### config.mk
export PLATFORM = sky130hd
export DESIGN_NAME = vga_layer_mixer
export DESIGN_NICKNAME = d
export VERILOG_FILES = /design/src/rtl/vga_layer_mixer.sv
export SDC_FILE = /design/constraint.sdc
export NUM_CORES = 1
export LEC_CHECK = 0
export CORE_MARGIN = 1
export CORE_UTILIZATION = 45
export DETAILED_ROUTE_END_ITERATION = 10
export PLACE_DENSITY_LB_ADDON = 0.15
export SLEW_MARGIN = 30
export SYNTH_ARGS = -nofsm -noshare
export SYNTH_HDL_FRONTEND = slang
export SYNTH_SLANG_ARGS = --single-unit
### constraint.sdc
create_clock -name pclk -period 5.2 [get_ports pclk]
set_input_delay 1.04 -clock pclk [delete_from_list [all_inputs] [get_ports pclk]]
set_output_delay 1.04 -clock pclk [all_outputs]
set_load 0.02 [all_outputs]
### src/rtl/vga_layer_mixer.sv
// rtl/vga_layer_mixer.sv - layered RGB compositor with frame-shadowed config and registered VGA drive
module vga_layer_mixer #(
  parameter int LAYERS  = 4,
  parameter int COLOR_W = 4,
  parameter bit HS_POL  = 1'b0,
  parameter bit VS_POL  = 1'b0,
  parameter int FRAME_W = 16
) (
  input  logic                          pclk,
  input  logic                          rst_n,
  input  logic                          hsync_in,
  input  logic                          vsync_in,
  input  logic                          hblnk_in,
  input  logic                          vblnk_in,
  input  logic [LAYERS*3*COLOR_W-1:0]   layer_rgb_in,
  input  logic [LAYERS-1:0]             layer_opaque_in,
  input  logic [LAYERS-1:0]             layer_en_cfg,
  input  logic [3*COLOR_W-1:0]          key_cfg,
  input  logic                          key_en_cfg,
  input  logic [3*COLOR_W-1:0]          bg_cfg,
  output logic                          hs,
  output logic                          vs,
  output logic [COLOR_W-1:0]            r,
  output logic [COLOR_W-1:0]            g,
  output logic [COLOR_W-1:0]            b,
  output logic                          frame_start,
  output logic [FRAME_W-1:0]            frame_cnt
);

  localparam int PIX_W = 3 * COLOR_W;

  logic                     s1_hsync, s1_vsync, s1_hblnk, s1_vblnk;
  logic [LAYERS*PIX_W-1:0]  s1_rgb;
  logic [LAYERS-1:0]        s1_opaque;
  logic                     s1_vs_rise;
  logic                     armed;
  logic [LAYERS-1:0]        en_sh;
  logic [PIX_W-1:0]         key_sh, bg_sh;
  logic                     key_en_sh;
  logic                     vs_edge;
  logic [LAYERS-1:0]        vis;
  logic [PIX_W-1:0]         pix_sel;

  // armed suppresses a false edge when vsync is already high as reset releases
  assign vs_edge = armed & vsync_in & ~s1_vsync;

  always_ff @(posedge pclk or negedge rst_n) begin
    if (!rst_n) begin
      s1_hsync   <= 1'b0;
      s1_vsync   <= 1'b0;
      s1_hblnk   <= 1'b0;
      s1_vblnk   <= 1'b0;
      s1_rgb     <= '0;
      s1_opaque  <= '0;
      s1_vs_rise <= 1'b0;
      armed      <= 1'b0;
      en_sh      <= '1;
      key_sh     <= '0;
      key_en_sh  <= 1'b0;
      bg_sh      <= '0;
    end else begin
      s1_hsync   <= hsync_in;
      s1_vsync   <= vsync_in;
      s1_hblnk   <= hblnk_in;
      s1_vblnk   <= vblnk_in;
      s1_rgb     <= layer_rgb_in;
      s1_opaque  <= layer_opaque_in;
      s1_vs_rise <= vs_edge;
      armed      <= 1'b1;
      if (vs_edge) begin
        en_sh     <= layer_en_cfg;
        key_sh    <= key_cfg;
        key_en_sh <= key_en_cfg;
        bg_sh     <= bg_cfg;
      end
    end
  end

  for (genvar k = 0; k < LAYERS; k++) begin : g_vis
    assign vis[k] = en_sh[k] & s1_opaque[k] &
                    ~(key_en_sh & (s1_rgb[k*PIX_W +: PIX_W] == key_sh));
  end

  // Walk from the lowest priority upward so the lowest visible index wins.
  always_comb begin
    pix_sel = bg_sh;
    for (int k = LAYERS - 1; k >= 0; k--) begin
      if (vis[k]) pix_sel = s1_rgb[k*PIX_W +: PIX_W];
    end
    if (s1_hblnk || s1_vblnk) pix_sel = '0;
  end

  always_ff @(posedge pclk or negedge rst_n) begin
    if (!rst_n) begin
      hs          <= ~HS_POL;
      vs          <= ~VS_POL;
      r           <= '0;
      g           <= '0;
      b           <= '0;
      frame_start <= 1'b0;
      frame_cnt   <= '0;
    end else begin
      hs          <= ~(s1_hsync ^ HS_POL);
      vs          <= ~(s1_vsync ^ VS_POL);
      r           <= pix_sel[3*COLOR_W-1:2*COLOR_W];
      g           <= pix_sel[2*COLOR_W-1:COLOR_W];
      b           <= pix_sel[COLOR_W-1:0];
      frame_start <= s1_vs_rise;
      if (s1_vs_rise) frame_cnt <= frame_cnt + 1'b1;
    end
  end

endmodule

==> Word-level counts from Yosys, hierarchy flattened <==
Cells that the tools add are included.
{ "classes": {"order_cmp": 0, "n_shift": 0, "bitwise": 20, "eq_ne": 4, "div": 0, "n_reduce_logical": 1, "addsub": 1, "muxes": 5, "n_mul": 0} }
{ "ops": {"columns": ["op", "n"], "rows": [
  ["$mux W12", 5],
  ["$eq A12 B12 Y1", 4],
  ["$add A16 B1 Y16 const B", 1],
  ["$and A1 B1 Y1", 14],
  ["$not A1 Y1", 6],
  ["$logic_or A1 B1 Y1", 1]
]} }
{ "totals": {"elab_cells": 50, "ramBits": 0, "latchBits": 0, "regBits": 118, "output_inout_bits": 31, "rom_bits": 0, "n_memories": 0} }

==> Depth between registers and ports, before layout <==
Gate-level depths: netlist (run 1).
{ "depth": {"depth_word": 9, "ltp_mapped": 8} }

==> Least setup slack after synthesis (run 1) <==
Ideal clock, no wire load.
{ "synth_timing": {"path_type": "reg-to-reg", "startpoint": "reg key_sh[11]", "endpoint": "reg b[1]", "period_less_slack_ps": 2010, "arrival_time_ps": 1872, "t_required_ps": 5062, "setup_ps": 138, "path_stages_with_launch": 9, "slack_ps": 3190, "n_path_buf": 2, "cell_sequence": "dfrtp_1 buf_4 xnor2_1 nand3_1 or4_4 and3_4 dlygate4sd1_1 nand2_1 a31oi_1"} }
{ "synth_between": {"elab_chain_cells": 9, "elab_cells_between_ends": 21, "cone_classes": "4 x eq/ne; 5 x mux; 12 x bitwise"} }
{ "synth_rtl": {"columns": ["item", "line_no", "source"], "rows": [
  ["start, declared", "38", "logic [PIX_W-1:0] key_sh, bg_sh;"],
  ["start signal, assigned", "72", "key_sh <= key_cfg;"],
  ["$eq A12 B12 Y1", "81", "~(key_en_sh & (s1_rgb[k*PIX_W +: PIX_W] == key_sh));"],
  ["$and A1 B1 Y1", "81", null],
  ["$not A1 Y1", "81", null],
  ["$and A1 B1 Y1", "80", "assign vis[k] = en_sh[k] & s1_opaque[k] &"],
  ["$mux W12 (3 in series)", "88", "if (vis[k]) pix_sel = s1_rgb[k*PIX_W +: PIX_W];"],
  ["$mux W12 *", "88", null],
  ["$mux W12 *", "90", "if (s1_hblnk || s1_vblnk) pix_sel = '0;"],
  ["net pix_sel[1]", "42", "logic [PIX_W-1:0] pix_sel;"],
  ["end signal, assigned", "107", "b <= pix_sel[COLOR_W-1:0];"],
  ["end, declared", "25", "output logic [COLOR_W-1:0] b,"]
]} }
Mark *: on every way through the listed nets, which the timed path passes. The rest lies on a longest branch.
A chain may end at the register's enable or synchronous reset.

==> Worst setup path in the final report (run 1) <==
{ "layout_timing": {"startpoint": "reg vs", "endpoint": "out vs"} }
{ "layout_rtl": {"columns": ["item", "line_no", "source"], "rows": [
  ["start, declared", "22", "output logic vs,"],
  ["start signal, assigned", "96", "vs <= ~VS_POL;"],
  ["start signal, assigned", "104", "vs <= ~(s1_vsync ^ VS_POL);"]
]} }
No word-level cell between the ends.

==> results.cfg, run 1 <==
[status]
outcome = completed

[routing]
wire_per_inst_um = 16.0
firstDrtPassIters = 6
drc_errors = 0
vias = 3568
totalWireLength_mm = 11.3
vias_per_cell = 5.05
drtAntennaViolNets = 0
drt_iter0_drc = 220

[hold_path]
hp-class = reg2reg
hp-start = s1_hsync$_DFF_PN0_
min_to = hs$_DFF_PN1_
worstHoldPathCells = 1

[cells_and_area]
finalInstanceArea_mm2 = 0.00672
nFillCells = 871
finish.net_count = 645
n_antenna_cell = 0
area_delta_synth_final_pct = 36.0
drive_gt1_frac = 0.0877
postLayoutCoreUtil = 0.642

[timing]
maxSlewHeadroom = 0.421
max_freq_mhz = 375
post-route-period-util = 0.513
slew_viol_final = 0
clock_skew_ns = 0.0197
tightestPinTransition_ns = 0.868
setup_viol = 0
fin_crit_ns = 2.67
rsz0062_at_grt = no
tns_ns = 0
hold_ws_ns = 0.352
hold_viol_final = 0

[floorplanning]
ioPinCount = 118
initial_core_util = 0.472
die_w_um = 107
dieArea_mm2 = 0.0114
die_h_um = 107
rows = 37
core_mm2 = 0.0105

[logic_synthesis]
synth_area_mm2 = 0.00494
synth_cell_types = 34
ys_seq_area_frac = 0.599
syn_nets = 537
ys_ff_latch = 118
netlist_instances = 449
avgSynthCellArea_um2 = 11.0
yosys_warnings = 0

[critical_path]
cp_slowest_cell = clkdlybuf4s50_1
cp_max_fo = 1
r2r-end = r[0]$_DFF_PN0_
r2r_slack_ns = 2.72
cp-end-kind = output port
path_class = reg2out
critPathTopFamily = buffers and inverters
cp-start-kind = flip-flop
max_stage_delay_ns = 0.59
critPathLaunch = vs$_DFF_PN1_
worstPathArrival_ns = 1.63
cp_data_required_time_ns = 4.16
path_cells = clkdlybuf4s50_1
path_buf_inv = 1
reg2reg_depth = 6
cp.depth = 1
r2r-start = key_sh[0]$_DFFE_PN0P_

[power]
total_power_uw = 2760
peakVddDrop_mv = 0.244
leakage_uw = 0.00290
power.density_mw_per_mm2 = 410

[grt]
grt_max_degree = 86
grt_pass1_vias = 3672
track_usage = 0.217
grt_pass1_wl_mm = 18.4
grt_overflow = 0
antenna_found_initial = 0

[clocking]
clkLatencyLatePin_ns = 0.51
post_cts_buffers = 0
cts_resized = 0
clk_root_buffer_cell = clkbuf_8
cts.clk_slew.worst_paths_ns = 0.06
clock_path_buffers = 2
cts_num_sinks = 118
cts_hold_buf = 0
cts_tree = built
h-tree-depth = 4
cts_buffers = 17

[flow_run]
max_cap_viol_count = 0

[placement]
dp_hpwl_mm = 8.08
gp_congestion = 0.860
port_buffers = 117
placed_cell_area_mm2 = 0.00607
[cell usage after synthesis]
cell,n,area [µm²]
nand2_1,120,450
dfrtp_1,112,2800
xnor2_1,60,526
nor2_1,16,60.1
a21boi_1,12,90.1
a31oi_1,12,75.1
and3_1,12,75.1
nand3_1,12,60.1
o21ai_0,12,60.1
o311ai_1,12,105
buf_6,11,124
nand4_1,11,68.8
clkbuf_1,10,37.5
dfstp_2,6,158
buf_2,4,20.0
inv_1,3,11.3
or4_4,3,33.8
xor2_1,3,26.3
and3_2,2,15.0
dlygate4sd1_1,2,17.5
and2_1,1,6.26
and3_4,1,11.3
and4_1,1,8.76
buf_4,1,7.51
clkbuf_4,1,7.51
conb_1,1,3.75
dlygate4sd3_1,1,10.0
ha_1,1,12.5
mux2_2,1,11.3
nand2_2,1,6.26
nand2b_1,1,6.26
nand3_2,1,10.0
nor2b_4,1,13.8
or4_1,1,7.51
[per-layer routing]
layer	track usage	part of all wire	routed length (µm)	vias up
met5	0	0	0	-
met4	0.0616	0.0060	68	0
met3	0.0578	0.059	668	6
met2	0.349	0.49	5520	117
met1	0.289	0.44	5000	1755
li1	-	-	-	1690
[state kept, by name (all words and copies together) (netlist names), 4 cells and up]
| name | count |
|---|---|
| r | 4 |
| s1_rgb | 48 |
| s1_opaque | 4 |
| key_sh | 12 |
| frame_cnt | 16 |
| b | 4 |
| g | 4 |
| bg_sh | 12 |
| en_sh | 4 |
[kinds of logic after synthesis]
family | Yosys count | synth area share
AND/OR/NAND/NOR | 184 | 0.169
flip-flops | 118 | 0.599
AO/OA/AOI/OAI | 48 | 0.0669
XOR/XNOR | 63 | 0.112
adder cells (fa/ha/maj) | 1 | 0.00253
buffers and inverters | 33 | 0.0476
multiplexers | 1 | 0.00228
other | 1 | 0.000759
[through the flow]
step                      setup slack, ns  cells
after detailed placement             2.36    674
after floorplan                      3.19    449
after global placement               2.45    674
after global routing                 2.48    706
final                                2.53    706
after CTS                            2.52    706
[layout by cell type (no fill, tap or decap), types with 5 or more instances in the layout]
cell type and count:
clkdlybuf4s50_1 116, nand3_1 12, o311ai_1 12, o21ai_0 12, bufinv_16 5, nand2_1 120, nand4_1 11, a21boi_1 12
dfrtp_1 112, clkbuf_16 16, dfstp_2 6, nor2_1 16, and3_1 12, a31oi_1 12, xnor2_1 60
[report_power, final]
group	switching, µW	leakage [µW]	internal (µW)	total (µW)
registers	96.4	0.00144	1010	1110
clock network	399	0.000307	851	1250
logic	184	0.00115	218	402
total	679	0.00290	2080	2760
[how the worst max path moves through the flow]
stage / slack, ns / end
finish: 2.53 / vs
global route: 2.48 / vs
CTS: 2.52 / vs
detailed placement: 2.36 / bg_sh[10]$_DFFE_PN0P_
global placement: 2.45 / key_sh[1]$_DFFE_PN0P_
floorplan: 3.19 / b[1]$_DFF_PN0_
[layout make-up]
type	instances	area, µm²	area share
clock buffers	20	445	0.0663
clock inverters	12	200	0.0298
inverters	3	11.3	0.00168
multi-input cells	298	1740	0.259
flip-flops and latches	118	2960	0.441
well taps	136	170	0.0253
repair buffers	119	1190	0.177
Note: power is estimated with default switching activity, not from simulation.
==> run 2: changes to the inputs <==
- clock period: 5.2 -> 2.35 ns (I/O delays scaled with it)
==> results.cfg, run 2 (synthesis results as in run 1) <==
[hold_path]
hp-class = reg2reg
worstHoldPathCells = 1

[grt]
grt_overflow = 0
track_usage = 0.252
grt_pass1_vias = 3925
grt_max_degree = 49
antenna_found_initial = 0
grt_pass1_wl_mm = 21.1

[routing]
vias = 3705
drt_iter0_drc = 162
drtAntennaViolNets = 0
vias_per_cell = 5.17
wire_per_inst_um = 18.2
firstDrtPassIters = 4
drc_errors = 0
totalWireLength_mm = 13.1

[critical_path]
reg2reg_depth = 6
r2r_slack_ns = 0.07
cp_max_fo = 12
worstPathArrival_ns = 2.67
cp-end-kind = flip-flop
cp_data_required_time_ns = 2.74
cp-start-kind = flip-flop
r2r-start = key_sh[0]$_DFFE_PN0P_
r2r-end = g[1]$_DFF_PN0_
crit_end = g[1]$_DFF_PN0_
path_class = reg2reg
critPathLaunch = key_sh[0]$_DFFE_PN0P_

[power]
power.density_mw_per_mm2 = 880
total_power_uw = 6040
leakage_uw = 0.00297
pwr-share-clk = 0.432
p_seq_frac = 0.404
pwr-share-comb = 0.163
p_switching_uw = 1560
switching_share = 0.259
peakVddDrop_mv = 0.586
power.internal_uw = 4480

[timing]
slew_viol_final = 0
max_freq_mhz = 439
fin_crit_ns = 2.28
clock_skew_ns = 0.00610
rsz0062_at_grt = no
tightestPinTransition_ns = 0.867
setup_viol = 0
hold_viol_final = 0
post-route-period-util = 0.970
maxSlewHeadroom = 0.420
fin_ws_ns = 0.0696
tns_ns = 0

[floorplanning]
initial_core_util = 0.472
ioPinCount = 118
dieArea_mm2 = 0.0114
rows = 37
die_h_um = 107
core_mm2 = 0.0105
die_w_um = 107

[placement]
placed_cells = 682
dp_hpwl_mm = 8.77
port_buffers = 117
place_worst_setup_slack_ns = -0.0462
gp_congestion = 0.896

[clocking]
cts_buffers = 17
cts.clk_slew.worst_paths_ns = 0.05
clock_path_buffers = 2
post_cts_buffers = 0
cts_num_sinks = 118
clkLatencyLatePin_ns = 0.52
h-tree-depth = 4
cts_tree = built
clk_root_buffer_cell = clkbuf_8

[cells_and_area]
final_cell_mix = 120 x nand2_1, 116 x clkdlybuf4s50_1, 111 x dfrtp_1
postLayoutCoreUtil = 0.656
area_delta_synth_final_pct = 38.9
finish.net_count = 655
final_common_cell = nand2_1
seq_area_mm2 = 0.00296
n_antenna_cell = 0
top_regs = s1_rgb: 48 flops, frame_cnt: 16 flops
drive_gt1_frac = 0.114
largest-register = s1_rgb
largest_reg_flops = 48
instances_no_fill = 716
nFillCells = 863
multiInputGateArea_mm2 = 0.00181

[flow_run]
max_cap_viol_count = 0

[status]
outcome = completed
[run 2: changes by cell type in the layout (fill, tap and decap cells not counted), sizes merged]
cell	delta
clkbuf	+3
dlygate4sd3	+1
buf	+8
clkinvlp	-2
bufinv	-2
or4	+1
clkinv	+1
[run 2: worst min-delay path by stage]
stage,slack [ns],startpoint,end
global route,0.36,layer_rgb_in[26],s1_rgb[26]$_DFF_PN0_
detailed placement,0.34,s1_hsync$_DFF_PN0_,hs$_DFF_PN1_
floorplan,0.17,rst_n,armed$_DFF_PN0_
CTS,0.35,s1_hsync$_DFF_PN0_,hs$_DFF_PN1_
finish,0.35,s1_hsync$_DFF_PN0_,hs$_DFF_PN1_
global placement,0.34,s1_hsync$_DFF_PN0_,hs$_DFF_PN1_
[run 2: what timing repair did]
item                                    4_1_cts  5_1_grt
endpoints found under the setup margin        3       11
hold endpoints to repair                     44        0
pin swaps                                     1        2
gates cloned                                  1        0
resized for setup                             3        7
hold buffers                                  1        0
[run 2: metal layers]
metal / share of wire / track usage / up-vias
li1: - / - / 1722
met1: 0.45 / 0.342 / 1823
met2: 0.47 / 0.390 / 139
met3: 0.065 / 0.0632 / 21
met4: 0.017 / 0.0988 / 0
met5: 0 / 0 / -
[run 2: cell type report]
class,count,area share
clock buffers,23,0.0695
repair buffers,128,0.190
flip-flops and latches,118,0.432
multi-input cells,299,0.264
inverters,3,0.00164
well taps,136,0.0248
clock inverters,9,0.0179
[run 2: power by group through the flow]
stage	registers [µW]	logic, µW	clock network [µW]
finish	2440	985	2610
global route	2470	1080	2740
CTS	2440	974	2640
detailed placement	2460	944	0
global placement	2450	936	0
floorplan	2440	538	0
[run 2: stage by stage]
stage                     hold slack, ns  instance area, µm²
final                              0.348                6860
after global routing               0.361                6860
after detailed placement           0.342                6180
after floorplan                    0.174                4940
after CTS                          0.349                6810
after global placement             0.340                6180
[run 2: critical path, stage by stage, from the launching register on]
cell,delay [ns]
dfrtp_1,0.44
xnor2_1,0.27
nand3_1,0.13
or4_4,0.55
nor2b_4,0.21
o311ai_1,0.42
a31oi_1,0.13
==> run 3: changes to the inputs <==
- clock period: 2.35 -> 2.3 ns (I/O delays scaled with it)
==> results.cfg, run 3 (synthesis results as in run 1) <==
[floorplanning]
initial_core_util = 0.472
rows = 37
ioPinCount = 118
dieArea_mm2 = 0.0114
die_h_um = 107
die_w_um = 107
core_mm2 = 0.0105

[cells_and_area]
top_regs = s1_rgb: 48 flops, frame_cnt: 16 flops
area_delta_synth_final_pct = 38.9
finish.net_count = 657
final_common_cell = nand2_1
postLayoutCoreUtil = 0.656
largest-register = s1_rgb
finalInstanceArea_mm2 = 0.00686
drive_gt1_frac = 0.113
n_antenna_cell = 0
final_cell_mix = 120 x nand2_1, 116 x clkdlybuf4s50_1, 108 x dfrtp_1
nFillCells = 856
largest_reg_flops = 48

[timing]
setup_viol = 0
tns_ns = 0
post-route-period-util = 0.979
max_freq_mhz = 444
clock_skew_ns = 0.00659
tightestPinTransition_ns = 0.580
slew_viol_final = 0
hold_viol_final = 0
maxSlewHeadroom = 0.613
rsz0062_at_grt = yes
fin_crit_ns = 2.25

[grt]
grt_overflow = 0
grt_pass1_wl_mm = 19.9
grt_pass1_vias = 3731
antenna_found_initial = 0
grt_max_degree = 41
track_usage = 0.240

[clocking]
cts_tree = built
cts_num_sinks = 118
h-tree-depth = 4
clock_path_buffers = 2
cts.clk_slew.worst_paths_ns = 0.05
post_cts_buffers = 0
clk_root_buffer_cell = clkbuf_8
cts_buffers = 17
clkLatencyLatePin_ns = 0.53

[power]
p_switching_uw = 1540
total_power_uw = 6190
pwr-share-comb = 0.157
leakage_uw = 0.00296
switching_share = 0.250
power.density_mw_per_mm2 = 902
pwr-share-clk = 0.441
power.internal_uw = 4640
p_seq_frac = 0.402
peakVddDrop_mv = 0.556

[critical_path]
r2r-start = key_sh[4]$_DFFE_PN0P_
reg2reg_depth = 6
r2r_slack_ns = 0.05
cp-end-kind = flip-flop
cp_data_required_time_ns = 2.68
cp_max_fo = 6
critPathLaunch = key_sh[4]$_DFFE_PN0P_
path_class = reg2reg
crit_end = b[0]$_DFF_PN0_
r2r-end = b[0]$_DFF_PN0_
worstPathArrival_ns = 2.63
cp-start-kind = flip-flop

[placement]
gp_congestion = 0.945
placed_cell_area_mm2 = 0.00619
port_buffers = 117
dp_hpwl_mm = 9.00

[routing]
firstDrtPassIters = 4
drc_errors = 0
vias_per_cell = 5.15
wire_per_inst_um = 17.9
drtAntennaViolNets = 0
totalWireLength_mm = 12.9
vias = 3696
drt_iter0_drc = 213

[status]
outcome = completed

[hold_path]
hp-class = reg2reg

[flow_run]
max_cap_viol_count = 0
## run 3: cell count changes in the layout (fill, tap and decap cells not counted), moves of 3 or more
cell      change
o311ai_2      -3
dfrtp_1       -3
o311ai_1      +3
dfrtp_2       +3
## run 3: power groups by stage
stage	Combinational, µW	Sequential, µW	Clock (µW)
floorplan	550	2500	0
CTS	956	2480	2770
global placement	941	2510	0
finish	969	2490	2730
detailed placement	950	2510	0
global route	1060	2510	2850
## run 3: routing by layer
layer	GRT usage	vias up	wire length [µm]
li1	-	1727	-
met1	0.334	1785	5950
met2	0.357	163	5800
met3	0.0565	21	873
met4	0.111	0	255
met5	0	-	0
## run 3: through the flow
step | instances | worst slack [ns] | hold WS [ns]
6_report | 718 | 0.0492 | 0.349
2_1_floorplan | 449 | 0.290 | 0.164
5_1_grt | 718 | -0.0131 | 0.357
4_1_cts | 716 | 0.0760 | 0.343
3_3_place_gp | 683 | 0.146 | 0.341
3_5_place_dp | 683 | 0.0821 | 0.344
## run 3: worst min path at each step
stage / to / start / cells after the start / slack, ns
finish: hs$_DFF_PN1_ / s1_hsync$_DFF_PN0_ / 1 / 0.35
global route: s1_rgb[21]$_DFF_PN0_ / layer_rgb_in[21] / 1 / 0.36
CTS: s1_rgb[34]$_DFF_PN0_ / layer_rgb_in[34] / 1 / 0.34
detailed placement: hs$_DFF_PN1_ / s1_hsync$_DFF_PN0_ / 1 / 0.34
global placement: hs$_DFF_PN1_ / s1_hsync$_DFF_PN0_ / 1 / 0.34
floorplan: armed$_DFF_PN0_ / rst_n / 0 / 0.16
## run 3: repair_timing
item | in CTS | in global routing
endpoints found under the setup margin | 0 | 12
hold buffers | 1 | 0
endpoints found under the hold margin | 35 | 0
resized for setup | 0 | 9
## run 3: final cells by class
class | count | area (µm²) | area share
Timing Repair Buffer | 129 | 1310 | 0.191
Tap cell | 136 | 170 | 0.0248
Multi-Input combinational cell | 300 | 1790 | 0.261
Clock inverter | 9 | 148 | 0.0215
Inverter | 3 | 11.3 | 0.00164
Sequential cell | 118 | 2970 | 0.432
Clock buffer | 23 | 467 | 0.0680
## run 3: worst max-delay path, stage by stage (launching register included)
cell      delay [ns]
dfrtp_2         0.45
xnor2_1         0.18
nand4_1         0.23
or4_4           0.64
and3_1          0.22
o311ai_2        0.25
a31oi_1         0.13
